==> config.mk <==
export PLATFORM = sky130hd
export DESIGN_NAME = uart_tx_feeder_flat
export DESIGN_NICKNAME = d
export VERILOG_FILES = /design/src/rtl/uart_tx_feeder_if.sv /design/src/rtl/uart_tx_feeder.sv /design/src/flat_wrapper.sv
export SDC_FILE = /design/constraint.sdc
export NUM_CORES = 1
export LEC_CHECK = 0
export CORE_MARGIN = 5
export CORE_UTILIZATION = 45
export CTS_CLUSTER_DIAMETER = 40
export DETAILED_ROUTE_END_ITERATION = 6
export GPL_ROUTABILITY_DRIVEN = 0
export SETUP_SLACK_MARGIN = 0.02
export SYNTH_ARGS = -nofsm -noshare
export SYNTH_HDL_FRONTEND = slang
export SYNTH_SLANG_ARGS = --single-unit
==> constraint.sdc <==
create_clock -name clk -period 7.1 [get_ports clk]
set_clock_uncertainty 0.1 [all_clocks]
set_input_delay 1.42 -clock clk [delete_from_list [all_inputs] [get_ports clk]]
set_output_delay 1.42 -clock clk [all_outputs]
set_load 0.02 [all_outputs]
==> src/rtl/uart_tx_feeder_if.sv <==
// uart_tx_feeder_if: producer push port, status flags and transmitter handshake of the feeder
interface uart_tx_feeder_if #(parameter int DEPTH_LOG2 = 4);
  logic wr_en;
  logic [7:0] wr_data;
  logic full;
  logic empty;
  logic [DEPTH_LOG2:0] count;
  logic overflow;
  logic tx_err;
  logic busy;
  logic tx_start;
  logic [7:0] tx_data;
  logic tx_done;
  modport master(
    output wr_en, wr_data, tx_done,
    input full, empty, count, overflow, tx_err, busy, tx_start, tx_data
  );
  modport slave(
    input wr_en, wr_data, tx_done,
    output full, empty, count, overflow, tx_err, busy, tx_start, tx_data
  );
endinterface

==> src/rtl/uart_tx_feeder.sv <==
// uart_tx_feeder: byte FIFO plus start/done sequencer with done timeout for a serial transmitter
module uart_tx_feeder #(
  parameter int DEPTH_LOG2 = 4,
  parameter int TIMEOUT_W = 17
) (
  input logic clk,
  input logic rst,
  uart_tx_feeder_if.slave bus
);
  typedef enum logic [1:0] {IDLE, LOAD, START, WAIT} state_t;
  state_t state_q, state_d;
  logic [7:0] mem [1 << DEPTH_LOG2];
  logic [DEPTH_LOG2-1:0] rd_ptr_q, wr_ptr_q;
  logic [DEPTH_LOG2:0] count_q, count_d;
  logic [7:0] tx_data_q;
  logic overflow_q, tx_err_q;
  logic [TIMEOUT_W-1:0] tmo_q, tmo_d;
  logic push, pop, timed_out;
  assign push = bus.wr_en && !bus.full;
  assign pop = state_q == LOAD;
  assign timed_out = state_q == WAIT && !bus.tx_done && &tmo_q;
  assign bus.full = count_q[DEPTH_LOG2];
  assign bus.empty = count_q == '0;
  assign bus.count = count_q;
  assign bus.overflow = overflow_q;
  assign bus.tx_err = tx_err_q;
  assign bus.busy = state_q != IDLE;
  assign bus.tx_start = state_q == START;
  assign bus.tx_data = tx_data_q;
  always_comb begin
    state_d = state_q == IDLE  ? (bus.empty ? IDLE : LOAD) :
              state_q == LOAD  ? START :
              state_q == START ? WAIT :
              (bus.tx_done || &tmo_q) ? IDLE : WAIT;
    tmo_d = state_q == START ? '0 :
            (state_q == WAIT && !bus.tx_done && !(&tmo_q)) ? tmo_q + TIMEOUT_W'(1) : tmo_q;
    count_d = (push && !pop) ? count_q + (DEPTH_LOG2+1)'(1) :
              (!push && pop) ? count_q - (DEPTH_LOG2+1)'(1) : count_q;
  end
  always_ff @(posedge clk) begin
    if (rst) begin
      state_q <= IDLE;
      rd_ptr_q <= '0;
      wr_ptr_q <= '0;
      count_q <= '0;
      tx_data_q <= 8'h00;
      overflow_q <= 1'b0;
      tx_err_q <= 1'b0;
      tmo_q <= '0;
    end else begin
      state_q <= state_d;
      count_q <= count_d;
      tmo_q <= tmo_d;
      if (push) wr_ptr_q <= wr_ptr_q + DEPTH_LOG2'(1);
      if (pop) begin
        rd_ptr_q <= rd_ptr_q + DEPTH_LOG2'(1);
        tx_data_q <= mem[rd_ptr_q];
      end
      if (bus.wr_en && bus.full) overflow_q <= 1'b1;
      if (timed_out) tx_err_q <= 1'b1;
    end
  end
  always_ff @(posedge clk) begin
    if (push && !rst) mem[wr_ptr_q] <= bus.wr_data;
  end
endmodule

==> src/flat_wrapper.sv <==
// flat-port wrapper written by rule: the top's interface ports become plain ports
module uart_tx_feeder_flat 
#(
  parameter int DEPTH_LOG2 = 4,
  parameter int TIMEOUT_W = 17
)
  (clk, rst, bus_wr_en, bus_wr_data, bus_tx_done, bus_full, bus_empty, bus_count, bus_overflow, bus_tx_err, bus_busy, bus_tx_start, bus_tx_data);
  uart_tx_feeder_if #(.DEPTH_LOG2(DEPTH_LOG2)) bus_i ();
  input logic clk;
  input logic rst;
  input wire logic [$bits(bus_i.wr_en)-1:0] bus_wr_en;
  input wire logic [$bits(bus_i.wr_data)-1:0] bus_wr_data;
  input wire logic [$bits(bus_i.tx_done)-1:0] bus_tx_done;
  output wire logic [$bits(bus_i.full)-1:0] bus_full;
  output wire logic [$bits(bus_i.empty)-1:0] bus_empty;
  output wire logic [$bits(bus_i.count)-1:0] bus_count;
  output wire logic [$bits(bus_i.overflow)-1:0] bus_overflow;
  output wire logic [$bits(bus_i.tx_err)-1:0] bus_tx_err;
  output wire logic [$bits(bus_i.busy)-1:0] bus_busy;
  output wire logic [$bits(bus_i.tx_start)-1:0] bus_tx_start;
  output wire logic [$bits(bus_i.tx_data)-1:0] bus_tx_data;
  assign bus_i.wr_en = bus_wr_en;
  assign bus_i.wr_data = bus_wr_data;
  assign bus_i.tx_done = bus_tx_done;
  assign bus_full = bus_i.full;
  assign bus_empty = bus_i.empty;
  assign bus_count = bus_i.count;
  assign bus_overflow = bus_i.overflow;
  assign bus_tx_err = bus_i.tx_err;
  assign bus_busy = bus_i.busy;
  assign bus_tx_start = bus_i.tx_start;
  assign bus_tx_data = bus_i.tx_data;
  uart_tx_feeder #(.DEPTH_LOG2(DEPTH_LOG2), .TIMEOUT_W(TIMEOUT_W)) u_core (.clk(clk), .rst(rst), .bus(bus_i));
endmodule
-- Word level (Yosys, flattened, before mapping)
Memories as Yosys holds them, arrays and structs flattened. A register that Yosys moved wholly into a read port is not among the register bits.
Cells that the tools add are included.
- word-level logic and storage cells: 46
- input port bits: 12
- memories: 1
- bits in registers: 34
- bits in writable memories: 128
- memories (name ; words ; width ; rd ports ; clocked after memory_dff ; write ports ; line ; source):
    u_core.mem ; 16 ; 8 ; 1 ; 1 ; 1 ; uart_tx_feeder.sv:12 ; logic [7:0] mem [1 << DEPTH_LOG2];
- $add $sub $neg: 5
- eq/ne operators: 3
- muxes and demuxes: 9
- reductions and logical operators: 21
- operator list (kind ; number):
    17-bit by 1-bit adder with 17-bit output, second input constant ; 1
    17-bit AND reduction ; 1
    5-bit 2-to-1 mux ; 2
    4-bit by 1-bit adder with 4-bit output, second input constant ; 2
    1-bit logical AND ; 8
    2-bit 2-to-1 mux ; 4
    1-bit zero test ; 6
    5-bit by 1-bit adder with 5-bit output, second input constant ; 1
    5-bit zero test ; 1
    5-bit by 1-bit subtractor with 5-bit output, second input constant ; 1
    2-bit == test, second input constant ; 2
    2-bit nonzero test ; 2
    1-bit 2-to-1 mux ; 3
    2-bit by 1-bit == test with 1-bit output, second input constant ; 1
    2-bit zero test ; 1
    2-bit OR reduction ; 1
    1-bit logical OR ; 1

-- Longest topological paths before layout
- word-level depth: 6
- mapped depth: 10

-- Worst setup path after synthesis
OpenSTA, ideal clock, no wires.
- path type: input -> register
- start: input bus_wr_en
- end: register u_core.count_q[4] (netlist: u_core.bus.count[4])
- required time: 6.879 ns
- arrival: 3.282 ns
- path buffers: 1
- cell stages on the path: 9
- path slack: 3.597 ns
- cell sequence: nor2b_1 clkbuf_1 ha_1 inv_1 ha_1 a21o_1 a21oi_1 mux2i_1 mux2_2
- word-level cells in the longest chain between the ends: 4
- ends and longest elaborated chain (item ; line ; source):
    start, declared ; flat_wrapper.sv:11 ; input wire logic [$bits(bus_i.wr_en)-1:0] bus_wr_en;
    1-bit logical AND * ; uart_tx_feeder.sv:19 ; assign push = bus.wr_en && !bus.full;
    named net u_core.push ; uart_tx_feeder.sv:18 ; logic push, pop, timed_out;
    1-bit zero test ; uart_tx_feeder.sv:38 ; (!push && pop) ? count_q - (DEPTH_LOG2+1)'(1) : count_q;
    1-bit logical AND ; uart_tx_feeder.sv:38 ;
    2-bit nonzero test (no line) ; n/a ;
    end signal, assigned ; uart_tx_feeder.sv:52 ; count_q <= count_d;
    end, declared ; uart_tx_feeder.sv:14 ; logic [DEPTH_LOG2:0] count_q, count_d;
The timed path passes the listed nets; every way through them passes the cells marked *.
A chain may end at the register's enable or synchronous reset.

-- Final worst setup path
- start: input bus_wr_en
- end: register u_core.count_q[4] (netlist: u_core.bus.count[4])
- word-level cells in the longest chain between the ends: 4
- ends and longest elaborated chain (item ; line):
    1-bit logical AND * ; uart_tx_feeder.sv:19
    1-bit zero test ; uart_tx_feeder.sv:38
    1-bit logical AND ; uart_tx_feeder.sv:38
    2-bit nonzero test (no line) ; n/a
Every way passes the cells marked *; elsewhere a longest branch is shown, timed or not.

==> flow_summary.yaml <==
status:
  status: "complete, no violations"
logic_synthesis:
  yosys_register_bits: 170
  synth_edf_count: 128
  yosysWarningCount: 0
  synthesis.nets: 478
  synthesis.area_sq_um: 6840
  synth_top_area_share_pct: 56.19
  yosysMostFrequentCell: "edfxtp_1"
  synth_flop_cell: "edfxtp_1"
  synth_common_cells: "edfxtp_1, nor2_1, dfxtp_1"
  synthCells: 454
  avgSynthCellArea_sq_um: 15.07
  seq_area_frac_synth_pct: 68.48
  synth_area_leader_cell: "edfxtp_1"
  async_reset_ff_share_pct: 0
  synth.distinct_cells: 40
  yosys-top-cells-area: "edfxtp_1, dfxtp_1, mux4_2, mux2i_1, nor2_1"
detailed_routing:
  ant_nets: 0
  drc: 0
  drt-total-wl_um: 13270
  vias_per_cell: 5.319
  wire_per_inst_um: 19.34
  first_iter_violations: 285
  first_pass_iters: 5
  vias: 3649
worst_setup_path:
  r2r_slack_ps: 4360
  slowest_stage: "nor2b_1"
  worstPathRequired_ps: 7310
  cp_common_cell: "ha_1"
  arrival_ps: 4040
  critical_path.cell_chain: "clkdlybuf4s50_1 -> nor2b_1 -> ha_1 -> inv_1 -> ha_1 -> a21o_1 -> a21oi_1 -> mux2i_1 -> mux2_2"
  path_class: "primary input to flop"
  end_kind: "flop"
  crit_fanout: 9
  cpPeakStageDelay_ps: 520
  worstSetupStartpointType: "primary input"
global_route:
  antenna_found_initial: 0
  grt_pass1_wl_um: 21250
  grt_pass1_vias: 3882
  overflow: 0
  grt_util_all_layers_pct: 15.89
  grt_max_degree: 45
flow_run:
  maxCapViolCount: 0
clocking:
  clk_latency_ps: 420
  cts_hold_buf: 0
  cts_buffers: 17
  h-tree-depth: 4
  root_buffer: "clkbuf_16"
  cts_tree: "done"
  cts_buffer_depth: 2
  cts_num_sinks: 170
  postCtsSetupBuffers: 0
  ctsResizeCount: 0
  cts.clk_slew.worst_paths_ps: 60
floorplanning:
  fp.dieH_um: 133.3
  fp-row-count: 45
  fp.coreArea_sq_um: 15030
  die-area_sq_um: 17770
  start_util_pct: 45.50
  fp.dieW_um: 133.3
  io_pins: 31
timing:
  layout_min_cycle_time_ps: 3827
  finalSetupTns_ps: 0
  drv_slew: 0
  fmax_ghz: 0.2613
  rsz0062_at_grt: "false"
  setup-violations-final: 0
  tightest_slew_ps: 848.2
  timing.slew.headroom_pct: 43.24
  hold_violations: 0
  timing.final.crit_share_pct: 53.90
power_and_ir_drop:
  vdd_drop_max_v: 0.0002120
  intPower_mw: 1.866
  p_leak_nw: 2.550
  swShare_pct: 27.09
  pwr-share-comb_pct: 19.6
  p_seq_share_pct: 46.5
  powerDensity_nw_per_um2: 325.6
  p_switching_mw: 0.6933
  clkPwrFrac_pct: 33.9
finish:
  finalNetCount: 509
  syn2layout_area_growth_pct: 14.93
  final_util_pct: 52.29
  fin_cells: 686
  antenna_cells: 0
  fillers: 1249
  drive_gt1_share_pct: 12.05
placement:
  dp_cells: 654
  numPortBuffers: 30
  post-dp-hpwl_um: 8672
hold_path:
  hold_path.class: "flop to flop"
placed cells by master, fill, tap and decap left out, types with 5 or more instances in the layout:
cell and instances:
a21oi_1 10, mux2i_1 38, a32oi_1 7, mux4_2 18, nand2_1 20, a22oi_1 15, ha_1 11, edfxtp_1 128
xnor2_1 6, inv_1 9, nor2_1 61, clkbuf_16 19, nor2b_1 5, xor2_1 18, clkdlybuf4s50_1 30, dfxtp_1 41
nand3_1 6, o21ai_0 7
power groups by stage:
stage | clock (mW) | sequential, mW | combinational, mW
2_1_floorplan | 0 | 1.21 | 0.327
3_3_place_gp | 0 | 1.21 | 0.498
3_5_place_dp | 0 | 1.21 | 0.506
4_1_cts | 0.890 | 1.19 | 0.509
5_1_grt | 0.929 | 1.20 | 0.553
6_report | 0.868 | 1.19 | 0.501
cell families after synthesis:
logic type | share of synthesized area, %
xor gates and xnor gates | 3.073
DFF | 68.48
muxes | 11.82
and+or+nand+nor | 8.103
buffers and inverters | 2.012
AOI/OAI and AO/OA | 4.207
adders and majority gates | 2.305
layer usage:
layer,track usage [%],wire [um]
met4,5.943,188
met3,3.701,536
met2,26.86,6767
met1,20.04,5772
met5,0,0
through the flow:
stage                     setup slack, ps  total power, mW  area [sq um]  hold WS [ps]
final                                3273            2.559          7861         361.3
after global placement               2880            1.705          7296         345.3
after CTS                            3291            2.591          7861         366.4
after global routing                 3049            2.683          7861         398.9
after detailed placement             2840            1.718          7296         358.1
after floorplan                      3597            1.537          6840         340.6
worst paths after layout:
path / endpoint / cells past startpoint / start
max reg2reg: u_core.bus.count[4] / 8 / u_core.bus.count[4]
min: u_core.tmo_q[16] / 2 / u_core.tmo_q[16]
max: u_core.bus.count[4] / 9 / bus_wr_en
min reg2reg: u_core.tmo_q[16] / 2 / u_core.tmo_q[16]
area by class of cell:
cell class	instances	area [sq um]	share of cell area, %
inverter	9	33.78	0.4297
clock inverter	6	33.78	0.4297
sequential	170	4686	59.61
tap	188	235.2	2.992
clock buffer	26	531.8	6.764
multi-input combinational	254	2018	25.67
timing repair buffer	33	322.8	4.106
critical path: cells and delay by family:
kind / cells / cell delay, ps
adders and majority gates: 2 / 630
buffers and inverters: 2 / 570
muxes: 2 / 550
and+or+nand+nor: 1 / 520
AOI/OAI and AO/OA: 2 / 340
registers in the layout (all words and copies together) (netlist names):
signal and flops:
u_core.state_q 2, u_core.bus.tx_data 8, u_core.wr_ptr_q 4, u_core.bus.overflow 1, u_core.bus.count 5, u_core.bus.tx_err 1, u_core.rd_ptr_q 4, u_core.mem 128
u_core.tmo_q 17
No activity file was read; power rests on OpenSTA's default activity.
